## config.mk

```make
export PLATFORM = sky130hd
export DESIGN_NAME = uart_tx_cfg
export DESIGN_NICKNAME = d
export VERILOG_FILES = /design/src/rtl/uart_pkg.sv /design/src/rtl/uart_tx_fifo.sv /design/src/rtl/uart_tx_cfg.sv
export SDC_FILE = /design/constraint.sdc
export NUM_CORES = 1
export LEC_CHECK = 0
export BUFFER_PORTS_ARGS = -buffer_cell sky130_fd_sc_hd__buf_2
export CAP_MARGIN = 20
export CORE_MARGIN = 2
export CORE_UTILIZATION = 60
export CTS_BUF_LIST = sky130_fd_sc_hd__clkbuf_16
export CTS_CLUSTER_SIZE = 16
export DETAILED_ROUTE_END_ITERATION = 10
export PLACE_DENSITY = 0.8
export SYNTH_ARGS = -nofsm -noshare
export SYNTH_HDL_FRONTEND = slang
export SYNTH_SLANG_ARGS = --single-unit
```

## constraint.sdc

```tcl
create_clock -name clk_i -period 6.5 [get_ports clk_i]
set_clock_uncertainty 0.1 [all_clocks]
set_input_delay 1.3 -clock clk_i [delete_from_list [all_inputs] [get_ports clk_i]]
set_output_delay 1.3 -clock clk_i [all_outputs]
set_load 0.05 [all_outputs]
```

## src/rtl/uart_pkg.sv

```systemverilog
// Shared types, constants and the parity helper for the configurable UART transmitter.
// The UART_TX_BREAK_EN macro adds the e_break state.
package uart_pkg;

  localparam int unsigned uart_min_data_bits_gp   = 5;
  localparam int unsigned uart_min_clk_per_bit_gp = 2;

`ifdef UART_TX_BREAK_EN
  typedef enum logic [2:0] {
    e_reset  = 3'd0,
    e_idle   = 3'd1,
    e_start  = 3'd2,
    e_data   = 3'd3,
    e_parity = 3'd4,
    e_stop   = 3'd5,
    e_break  = 3'd6
  } uart_tx_state_e;
`else
  typedef enum logic [2:0] {
    e_reset  = 3'd0,
    e_idle   = 3'd1,
    e_start  = 3'd2,
    e_data   = 3'd3,
    e_parity = 3'd4,
    e_stop   = 3'd5
  } uart_tx_state_e;
`endif

  // Clock divisor is held at 32 bits so any divisor input width up to 32 fits.
  typedef struct packed {
    logic [31:0] clk_per_bit;
    logic [3:0]  data_bits;
    logic        parity_en;
    logic        parity_odd;
    logic        two_stop;
  } uart_cfg_s;

  function automatic logic uart_parity(input logic [15:0] data,
                                       input logic [3:0]  n,
                                       input logic        odd);
    logic p;
    p = odd;
    for (int i = 0; i < 16; i++) begin
      p = p ^ (data[i] & (4'(i) < n));
    end
    return p;
  endfunction

endpackage

```

## src/rtl/uart_tx_fifo.sv

```systemverilog
// Circular-buffer FIFO with occupancy count; synchronous active-low reset.
module uart_tx_fifo
  import uart_pkg::*;
#(
  parameter int unsigned els_p   = 4,
  parameter int unsigned width_p = 9
) (
  input  logic                         clk,
  input  logic                         reset_n,
  input  logic                         push,
  input  logic [width_p-1:0]           wdata,
  input  logic                         pop,
  output logic [width_p-1:0]           rdata,
  output logic [$clog2(els_p+1)-1:0]   count,
  output logic                         full,
  output logic                         empty
);

  localparam int unsigned ptr_w_lp = $clog2(els_p);
  localparam int unsigned cnt_w_lp = $clog2(els_p + 1);

  logic [width_p-1:0]  mem_r [els_p];
  logic [ptr_w_lp-1:0] wptr_r;
  logic [ptr_w_lp-1:0] rptr_r;
  logic [cnt_w_lp-1:0] count_r;
  logic                push_s;
  logic                pop_s;

  assign full   = (count_r == cnt_w_lp'(els_p));
  assign empty  = (count_r == '0);
  assign rdata  = mem_r[rptr_r];
  assign count  = count_r;
  assign push_s = push & ~full;
  assign pop_s  = pop & ~empty;

  // Storage array; contents need no reset since count gates visibility.
  always_ff @(posedge clk) begin
    if (push_s) begin
      mem_r[wptr_r] <= wdata;
    end
  end

  // Pointer and occupancy bookkeeping.
  always_ff @(posedge clk) begin
    if (!reset_n) begin
      wptr_r  <= '0;
      rptr_r  <= '0;
      count_r <= '0;
    end else begin
      if (push_s) begin
        wptr_r <= wptr_r + ptr_w_lp'(1);
      end
      if (pop_s) begin
        rptr_r <= rptr_r + ptr_w_lp'(1);
      end
      count_r <= count_r + cnt_w_lp'(push_s) - cnt_w_lp'(pop_s);
    end
  end

endmodule

```

## src/rtl/uart_tx_cfg.sv

```systemverilog
// Runtime-configurable UART transmitter with input FIFO and back-to-back framing.
// Define UART_TX_BREAK_EN to add the break_i input and the e_break state.
module uart_tx_cfg
  import uart_pkg::*;
#(
  parameter int unsigned clk_div_width_p = 16,
  parameter int unsigned max_data_bits_p = 9,
  parameter int unsigned fifo_els_p      = 4
) (
  input  logic                              clk_i,
  input  logic                              reset_n_i,
  input  logic [clk_div_width_p-1:0]        cfg_clk_per_bit_i,
  input  logic [3:0]                        cfg_data_bits_i,
  input  logic                              cfg_parity_en_i,
  input  logic                              cfg_parity_odd_i,
  input  logic                              cfg_two_stop_i,
`ifdef UART_TX_BREAK_EN
  input  logic                              break_i,
`endif
  input  logic                              data_v_i,
  input  logic [max_data_bits_p-1:0]        data_i,
  output logic                              data_ready_and_o,
  output logic                              tx_o,
  output logic                              busy_o,
  output logic                              tx_done_o,
  output logic [$clog2(fifo_els_p+1)-1:0]   fifo_count_o
);

  localparam int unsigned cnt_w_lp = $clog2(fifo_els_p + 1);

  logic                       push_s, pop_s, full_s, empty_s, launch_s, bit_end_s;
  logic [max_data_bits_p-1:0] fifo_data_s;
  logic [cnt_w_lp-1:0]        fifo_count_s, count_next_s;
  uart_tx_state_e             state_r, state_n;
  logic [clk_div_width_p-1:0] cnt_r, cnt_n;
  logic [3:0]                 idx_r, idx_n;
  logic [max_data_bits_p-1:0] payload_r, payload_n;
  logic [15:0]                payload_ext_s;
  uart_cfg_s                  cfg_r, cfg_n, cfg_live_s;
  logic                       tx_r, tx_n, done_r, done_n, busy_r, busy_n;

  assign data_ready_and_o = reset_n_i & ~full_s;
  assign push_s           = data_v_i & data_ready_and_o;
  assign count_next_s     = fifo_count_s + cnt_w_lp'(push_s) - cnt_w_lp'(pop_s);
  assign bit_end_s        = (32'(cnt_r) == (cfg_r.clk_per_bit - 32'd1));

  uart_tx_fifo #(.els_p(fifo_els_p), .width_p(max_data_bits_p)) fifo (
    .clk(clk_i), .reset_n(reset_n_i), .push(push_s), .wdata(data_i), .pop(pop_s),
    .rdata(fifo_data_s), .count(fifo_count_s), .full(full_s), .empty(empty_s)
  );

  // Live configuration with out-of-range divisor and width clamped.
  always_comb begin
    if (32'(cfg_clk_per_bit_i) < 32'(uart_min_clk_per_bit_gp)) begin
      cfg_live_s.clk_per_bit = 32'(uart_min_clk_per_bit_gp);
    end else begin
      cfg_live_s.clk_per_bit = 32'(cfg_clk_per_bit_i);
    end
    if (cfg_data_bits_i < 4'(uart_min_data_bits_gp)) begin
      cfg_live_s.data_bits = 4'(uart_min_data_bits_gp);
    end else if (cfg_data_bits_i > 4'(max_data_bits_p)) begin
      cfg_live_s.data_bits = 4'(max_data_bits_p);
    end else begin
      cfg_live_s.data_bits = cfg_data_bits_i;
    end
    cfg_live_s.parity_en  = cfg_parity_en_i;
    cfg_live_s.parity_odd = cfg_parity_odd_i;
    cfg_live_s.two_stop   = cfg_two_stop_i;
  end

  // Next-state logic; launch_s starts a frame from the FIFO head with fresh config.
  always_comb begin
    state_n   = state_r;
    cnt_n     = cnt_r;
    idx_n     = idx_r;
    payload_n = payload_r;
    cfg_n     = cfg_r;
    done_n    = 1'b0;
    launch_s  = 1'b0;
    pop_s     = 1'b0;
    case (state_r)
      e_reset: state_n = e_idle;
      e_idle: begin
`ifdef UART_TX_BREAK_EN
        if (break_i) begin
          state_n = e_break;
          cnt_n   = '0;
          idx_n   = 4'd0;
        end else
`endif
        if (!empty_s) begin
          launch_s = 1'b1;
        end else begin
          state_n = e_idle;
        end
      end
      e_start: begin
        if (bit_end_s) begin
          cnt_n   = '0;
          idx_n   = 4'd0;
          state_n = e_data;
        end else begin
          cnt_n = cnt_r + clk_div_width_p'(1);
        end
      end
      e_data: begin
        if (bit_end_s) begin
          cnt_n = '0;
          if (idx_r == (cfg_r.data_bits - 4'd1)) begin
            idx_n   = 4'd0;
            state_n = cfg_r.parity_en ? e_parity : e_stop;
          end else begin
            idx_n = idx_r + 4'd1;
          end
        end else begin
          cnt_n = cnt_r + clk_div_width_p'(1);
        end
      end
      e_parity: begin
        if (bit_end_s) begin
          cnt_n   = '0;
          idx_n   = 4'd0;
          state_n = e_stop;
        end else begin
          cnt_n = cnt_r + clk_div_width_p'(1);
        end
      end
      e_stop: begin
        if (bit_end_s) begin
          cnt_n = '0;
          if (idx_r == {3'b000, cfg_r.two_stop}) begin
            done_n = 1'b1;
            idx_n  = 4'd0;
`ifdef UART_TX_BREAK_EN
            if (break_i) begin
              state_n = e_break;
            end else
`endif
            if (!empty_s) begin
              launch_s = 1'b1;
            end else begin
              state_n = e_idle;
            end
          end else begin
            idx_n = idx_r + 4'd1;
          end
        end else begin
          cnt_n = cnt_r + clk_div_width_p'(1);
        end
      end
`ifdef UART_TX_BREAK_EN
      // idx_r 0: line held low; idx_r 1: one bit time of mark before idling.
      e_break: begin
        if (idx_r == 4'd0) begin
          if (!break_i) begin
            idx_n = 4'd1;
            cnt_n = '0;
          end else begin
            state_n = e_break;
          end
        end else if (32'(cnt_r) == (cfg_live_s.clk_per_bit - 32'd1)) begin
          idx_n   = 4'd0;
          state_n = e_idle;
        end else begin
          cnt_n = cnt_r + clk_div_width_p'(1);
        end
      end
`endif
      default: state_n = e_reset;
    endcase
    if (launch_s) begin
      pop_s     = 1'b1;
      payload_n = fifo_data_s;
      cfg_n     = cfg_live_s;
      cnt_n     = '0;
      idx_n     = 4'd0;
      state_n   = e_start;
    end else begin
      pop_s = 1'b0;
    end
  end

  // Line level and busy flag for the cycle after the edge, so both come from flops.
  always_comb begin
    payload_ext_s = 16'(payload_n);
    tx_n          = 1'b1;
    case (state_n)
      e_start:  tx_n = 1'b0;
      e_data:   tx_n = payload_ext_s[idx_n];
      e_parity: tx_n = uart_parity(payload_ext_s, cfg_n.data_bits, cfg_n.parity_odd);
`ifdef UART_TX_BREAK_EN
      e_break:  tx_n = (idx_n != 4'd0);
`endif
      default:  tx_n = 1'b1;
    endcase
    busy_n = ((state_n != e_reset) && (state_n != e_idle)) || (count_next_s != '0);
  end

  // State and output registers.
  always_ff @(posedge clk_i) begin
    if (!reset_n_i) begin
      state_r   <= e_reset;
      cnt_r     <= '0;
      idx_r     <= 4'd0;
      payload_r <= '0;
      cfg_r     <= '0;
      tx_r      <= 1'b1;
      done_r    <= 1'b0;
      busy_r    <= 1'b0;
    end else begin
      state_r   <= state_n;
      cnt_r     <= cnt_n;
      idx_r     <= idx_n;
      payload_r <= payload_n;
      cfg_r     <= cfg_n;
      tx_r      <= tx_n;
      done_r    <= done_n;
      busy_r    <= busy_n;
    end
  end

  assign tx_o         = tx_r;
  assign busy_o       = busy_r;
  assign tx_done_o    = done_r;
  assign fifo_count_o = fifo_count_s;

endmodule
```

# Yosys cells after proc, flatten, opt, wreduce, memory -nomap -nowiden
# Memory sizes are Yosys's and may differ from the RTL's. A register that Yosys moved wholly into a read port is not among the register bits.
# Index checks and enable logic that the tools add are counted.
totals:
  ff_bits: 65
  ramBits: 36
  inputBits: 35
  output_inout_bits: 7
  elab_cells: 123
  mem_count: 1
classes:
  add_sub_neg: 10
  order_cmp: 13
  eq_ne: 13
  mux: 36
  n_bitwise: 25
  n_reduce_logical: 10
mem_list:
  columns: ["name", "depth", "width", "read_ports", "rd_clocked_by_memory_dff", "wr", "line", "text"]
  rows:
  - ["fifo.mem_r", 4, 9, 1, 1, 1, "uart_tx_fifo.sv:22", "logic [width_p-1:0] mem_r [els_p];"]
ops:
  columns: ["cell", "n"]
  rows:
  - ["$eq A16 B32 Y1", 1]
  - ["$mux W16", 2]
  - ["$mux W4", 8]
  - ["$mux W3", 8]
  - ["$pmux W3 S6", 1]
  - ["$sub A16 B1 Y17 const B", 1]
  - ["$add A16 B1 Y16 const B", 1]
  - ["$lt A16 B2 Y1 const B", 1]
  - ["$lt A3 B4 Y1 const A", 4]
  - ["$and A1 B1 Y1", 13]
  - ["$eq A3 B2 Y1 const B", 4]
  - ["$eq A3 B3 Y1 const B", 4]
  - ["$pmux W4 S3", 1]
  - ["$mux W1", 9]
  - ["$mux W9", 1]
  - ["$xor A1 B1 Y1", 9]
  - ["$lt A1 B4 Y1 const A", 2]
  - ["$lt A2 B4 Y1 const A", 2]
  - ["$mux W7", 1]
  - ["$add A3 B1 Y3", 2]
  - ["$logic_not A3 Y1", 2]
  - ["$reduce_bool A3 Y1", 2]
  - ["$sub A3 B1 Y3", 2]
  - ["$lt A4 B5 Y1 const B", 1]
  - ["20 further kinds", 25]

# Depth between registers and ports, before layout
logic_depth:
  ltp_word: 18
  depth_mapped: 22
  ltp_nobuf: 17

# Modules after synthesis
# Synthesis repeated with hierarchy kept, for this count alone.
unflattened:
  cells_unflattened: 511
  hier_area_um2: 5331.4
modules_own_cells:
  columns: ["mod", "n_inst", "cells_each", "area_per_inst_um2"]
  rows:
  - ["uart_tx_cfg", 1, 413, 3544.6]
  - ["uart_tx_fifo", 1, 98, 1786.7]

# Worst setup path before layout
# Ideal clock, no wire load.
synth_path:
  kind: "reg-to-reg"
  from: "register cfg_r[7] (netlist bit)"
  to: "register busy_r (netlist: busy_o)"
  arrival_ns: 4.526
  required_ns: 6.272
  slack_ns: 1.747
  path_stages_with_launch: 23
  synth_period_minus_slack_ns: 4.753
  path_cell_list: "dfxtp_1 > clkbuf_1 > inv_1 > ha_1 > clkbuf_2 > or4b_4 > or3_1 > a22oi_1 > nand3_1 > or4_4 > a21o_1 > buf_6 > clkbuf_1 > clkbuf_1 > inv_1 > ha_1 > inv_1 > ha_1 > inv_1 > fa_1 > xor2_1 > nor4b_1 > nor2_1"
synth_via:
  elab_chain_cells: 8
synth_lines:
  columns: ["element", "line", "text"]
  rows:
  - ["from (decl)", "uart_tx_cfg.sv:39", "uart_cfg_s cfg_r, cfg_n, cfg_live_s;"]
  - ["from (signal assigned)", "uart_tx_cfg.sv:215", "cfg_r <= cfg_n;"]
  - ["$sub A16 B1 Y17 (*)", "uart_tx_cfg.sv:45", "assign bit_end_s = (32'(cnt_r) == (cfg_r.clk_per_bit - 32'd1));"]
  - ["$eq A16 B32 Y1 (*)", "uart_tx_cfg.sv:45", null]
  - ["$mux W1, or another cell as far along", "uart_tx_cfg.sv:129", "if (bit_end_s) begin"]
  - ["$pmux W1 S2 or $pmux W3 S6 (tied branches)", "uart_tx_cfg.sv:81", "case (state_r)"]
  - ["$mux W1 or $mux W3 (tied branches)", "uart_tx_cfg.sv:171", "if (launch_s) begin"]
  - ["$sub A3 B1 Y3, or another cell as far along", "uart_tx_cfg.sv:44", "assign count_next_s = fifo_count_s + cnt_w_lp'(push_s) - cnt_w_lp'(pop_s);"]
  - ["$reduce_bool A3 Y1 or $logic_and A1 B1 Y1 (tied branches)", "uart_tx_cfg.sv:196", "busy_n = ((state_n != e_reset) && (state_n != e_idle)) || (count_next_s != '0);"]
  - ["$logic_or A1 B1 Y1 (*)", "uart_tx_cfg.sv:196", null]
  - ["to (signal assigned)", "uart_tx_cfg.sv:218", "busy_r <= busy_n;"]
  - ["to (decl)", "uart_tx_cfg.sv:40", "logic tx_r, tx_n, done_r, done_n, busy_r, busy_n;"]
# Every way passes the cells marked *; elsewhere a longest branch is shown, timed or not.
# A chain may end at the register's enable or synchronous reset.

# Worst setup path in the final report
# Same ends and word-level chain as after synthesis.

==> metrics.md <==
| Metric | Value |
|---|---|
| Crit-path slowest cell | `or4b_4` |
| Worst Path Arrival | `between 4 and 5 ns` |
| Total wire length | `12.08 mm` |
| Critical path class | `reg2reg` |
| Simple-Gate Fraction of Synth Area | `0.1961` |
| Worst-skew pair later-pin latency | `0.34 ns` |
| Synth Area in Compound Gates | `0.1193` |
| Pwr dens | `398.4 mW/mm²` |
| Worst Setup End Kind | `register` |
| Final hold violations | `0` |
| CP bufs+invs | `4` |
| Placeable Area | `0.008636 mm²` |
| Hpwl dp | `8.532 mm` |
| Rows | `34` |
| Synth Flop Type | `dfxtp_1` |
| Worst-path clk slew | `~0.070 ns` |
| Switching share of total power | `0.3859` |
| Xor and xnor fraction of the mapped netlist area | `0.09899` |
| Clock sinks | `roughly 100` |
| Leading cell type in the layout, fill and taps excluded | `dfxtp_1` |
| CTS Hold Buffers Added | `0` |
| DR vias | `4219` |
| Hold path depth | `2` |
| Max_cap viols | `0` |
| Pleak | `2.181 nW` |
| Yosys warns | `0` |
| Crit-path most repeated cell | `inv_1` |
| Num CTS Buffers | `9` |
| Total Neg Setup Slack | `0 ns` |
| Antenna violations before repair | `0` |
| Initial Utilization | `0.6147` |
| Layout area overhead | `10.49%` |
| Number of global-route vias before repair | `just over 4000` |
| Reg-to-Reg Start | `cfg_r[7]` |
| Most frequent cells in the layout | `dfxtp_1 (67), nand2_1 (59), nor2_1 (50), buf_2 (41), edfxtp_1 (36)` |
| Mux share of post-synthesis cell area | `0.06010` |
| Max incr delay on CP | `0.54 ns` |
| CTS Root Cell | `clkbuf_16` |
| Period utilisation layout | `0.7100` |
| Setup violation total in the final timing report | `0` |
| Status | `completed` |
| Die ar. | `0.009617 mm²` |
| Post-synth design cell area | `roughly 0.0053 mm²` |
| IO Port Bufs | `41` |
| Cells after Synth | `536` |
| # diodes | `0` |
| Sequential power share | `0.374` |
| Register-to-Register Path Depth | `17` |
| Post-CTS resize count | `0` |
| Routed Antenna Nets | `0` |
| Largest net degree at the start of global routing | `36` |
| Post-DR wirelength/cell | `between 15 and 20 µm` |
| Largest family of logic cells by synthesized area | `simple AND/OR/NAND/NOR gates` |
| RSZ-0062 raised after global routing | `no` |
| Worst Hold Class | `reg2reg` |
| GRT Residual Overflow | `0` |
| VDD IR max | `0.2934 mV` |
| Data required, critical path | `6.62 ns` |
| Peak Freq | `0.2167 GHz` |
| GRT Total Usage | `0.2576` |
| Crit path max fanout | `11` |
| Vias/cell | `between 6 and 7` |
| Power Internal | `~1.4 mW` |
| Remaining DRCs | `0` |
| Slew @ Worst Pin | `0.8703 ns` |
| Mapped Nets | `roughly 590` |
| Die H | `approximately 100 µm` |
| #FFs+latches synth | `a little over 100` |
| Period minus WS final | `4.615 ns` |
| Number of setup buffers added after CTS | `0` |
| Clock power frac | `0.238` |
| Overall die width | `98.07 µm` |
| Comb power frac | `0.388` |
| CP delay by family, top | `simple AND/OR/NAND/NOR gates` |
| Detailed Route Iter0 Violations | `~390` |
| Pre-antenna DRT Iters | `5` |
| Clock tree from TritonCTS | `built` |
| Critical path origin | `cfg_r[7]` |
| Max Root-Sink Buffers | `2` |
| EDFF count, synth | `36` |
| Share of post-route cells with drive strength above 1 | `0.1454` |
| H-tree depth | `3` |
| Post-Synth Adder-Cell Area | `0.03582` |
| Net Switching | `0.9018 mW` |
| Max-slew headroom | `0.4177` |
| Nets | `615` |
| # IOs | `42` |
| Critical Path Stages | `17` |
| Worst Min Path Start | `cfg_r[2]` |
| Pins over their slew limit | `0` |
| Post-Place Worst Slack | `between 1.5 and 2 ns` |
| Fraction of registers with async set/reset | `0` |
| Fin worst setup slack | `1.885 ns` |
| Startpoint class of the critical path | `register` |
| Netlist cell types | `67` |
| Routability cong. | `0.9302` |
| Post-Syn Area per Cell | `9.905 µm²` |
| Crit path cell chain | `inv_1 > ha_1 > or4b_4 > or3_1 > a22oi_1 > nand3_1 > or4_4 > a21o_1 > inv_1 > ha_1 > inv_1 > ha_1 > inv_1 > fa_1 > xor2_1 > nor4b_1 > nor2_1` |
| Register area share after synthesis | `0.4563` |
| First-pass GRT wire length | `just under 20 mm` |
-- metal layers --
metal | routed length [µm] | vias to the layer above | part of all wire | GRT usage
met5 | 0 | - | 0 | 0
met2 | 5805 | 147 | 0.48 | 0.4241
met4 | 369 | 0 | 0.031 | 0.1111
li1 | - | 2008 | - | -
met3 | 741 | 29 | 0.061 | 0.04724
met1 | 5160 | 2035 | 0.43 | 0.3349
-- cell usage after synthesis, types with 3 or more instances --
| cell type | instances | area [µm²] |
|---|---|---|
| a211o_1 | 4 | 35.03 |
| a21oi_1 | 28 | 140.1 |
| a22o_1 | 13 | 113.9 |
| a22oi_1 | 3 | 22.52 |
| a31oi_1 | 3 | 18.77 |
| and2_1 | 6 | 37.54 |
| and3_1 | 12 | 75.07 |
| buf_2 | 5 | 25.02 |
| clkbuf_1 | 15 | 56.30 |
| dfxtp_1 | 67 | 1341 |
| edfxtp_1 | 36 | 1081 |
| ha_1 | 12 | 150.1 |
| inv_1 | 16 | 60.06 |
| mux2i_1 | 9 | 90.09 |
| mux4_2 | 9 | 202.7 |
| nand2_1 | 59 | 221.5 |
| nand2b_1 | 4 | 25.02 |
| nand3_1 | 17 | 85.08 |
| nand3b_1 | 3 | 22.52 |
| nand4_1 | 10 | 62.56 |
| nor2_1 | 50 | 187.7 |
| nor3_1 | 13 | 65.06 |
| nor4_1 | 8 | 50.05 |
| nor4b_1 | 3 | 26.28 |
| o211ai_1 | 4 | 30.03 |
| o21ai_0 | 11 | 55.05 |
| o311ai_0 | 3 | 26.28 |
| or3_1 | 8 | 50.05 |
| xnor2_1 | 33 | 289.0 |
| xor2_1 | 27 | 236.5 |
-- registers in the layout (all words and copies together) (netlist names), named ones only --
signal and count:
busy_o 1, cfg_r 23, cnt_r 16, fifo.count 3, fifo.mem_r 36, fifo.rptr_r 2
fifo.wptr_r 2, idx_r 4, payload_r 9, state_r 3, tx_done_o 1, tx_o 1
-- power groups by stage --
stage,Sequential [mW],Clock [mW],Combinational [mW]
floorplan,0.870,0,0.713
global placement,0.880,0,0.864
detailed placement,0.885,0,0.888
CTS,0.873,0.561,0.900
global route,0.888,0.581,0.999
finish,0.875,0.556,0.906
-- worst register-to-register path, delay by kind of cell (launching register included) --
family / cells / cell delay, ns
AO/OA/AOI/OAI: 2 / 0.58
XOR/XNOR: 1 / 0.17
adder cells (fa/ha/maj): 4 / 1.04
buffers and inverters: 4 / 0.30
flip-flops: 1 / 0.39
AND/OR/NAND/NOR: 6 / 1.94
-- per-stage QoR --
| stage | instances | instance area [µm²] | power, mW | utilization | hold WS, ns |
|---|---|---|---|---|---|
| final | 679 | 5866 | 2.337 | 0.6792 | 0.3614 |
| after CTS | 679 | 5866 | 2.334 | 0.6792 | 0.3676 |
| after global placement | 663 | 5559 | 1.744 | 0.6437 | 0.3672 |
| after detailed placement | 663 | 5559 | 1.772 | 0.6437 | 0.3572 |
| after global routing | 679 | 5866 | 2.468 | 0.6792 | 0.3980 |
| after floorplan | 536 | 5309 | 1.582 | - | 0.3367 |
-- path summary, 6_finish.rpt --
kind         endpoint  slack (ns)
min          cfg_r[2]        0.36
max reg2reg    busy_o        1.89
max            busy_o        1.89
min reg2reg  cfg_r[2]        0.36
-- layout make-up --
class                           instances  area [µm²]
Sequential cell                       103        2422
Multi-Input combinational cell        391        2709
Inverter                               18       72.57
Fill cell                             651        2770
Clock buffer                            9       225.2
Timing Repair Buffer                   43       220.2
Tap cell                              108       135.1
Clock inverter                          7       81.33
-- cell families after synthesis --
group | Yosys count
XOR/XNOR | 60
adder cells (fa/ha/maj) | 14
AND/OR/NAND/NOR | 207
AO/OA/AOI/OAI | 90
flip-flops | 103
buffers and inverters | 42
multiplexers | 20
No activity file was read; power rests on OpenSTA's default activity.
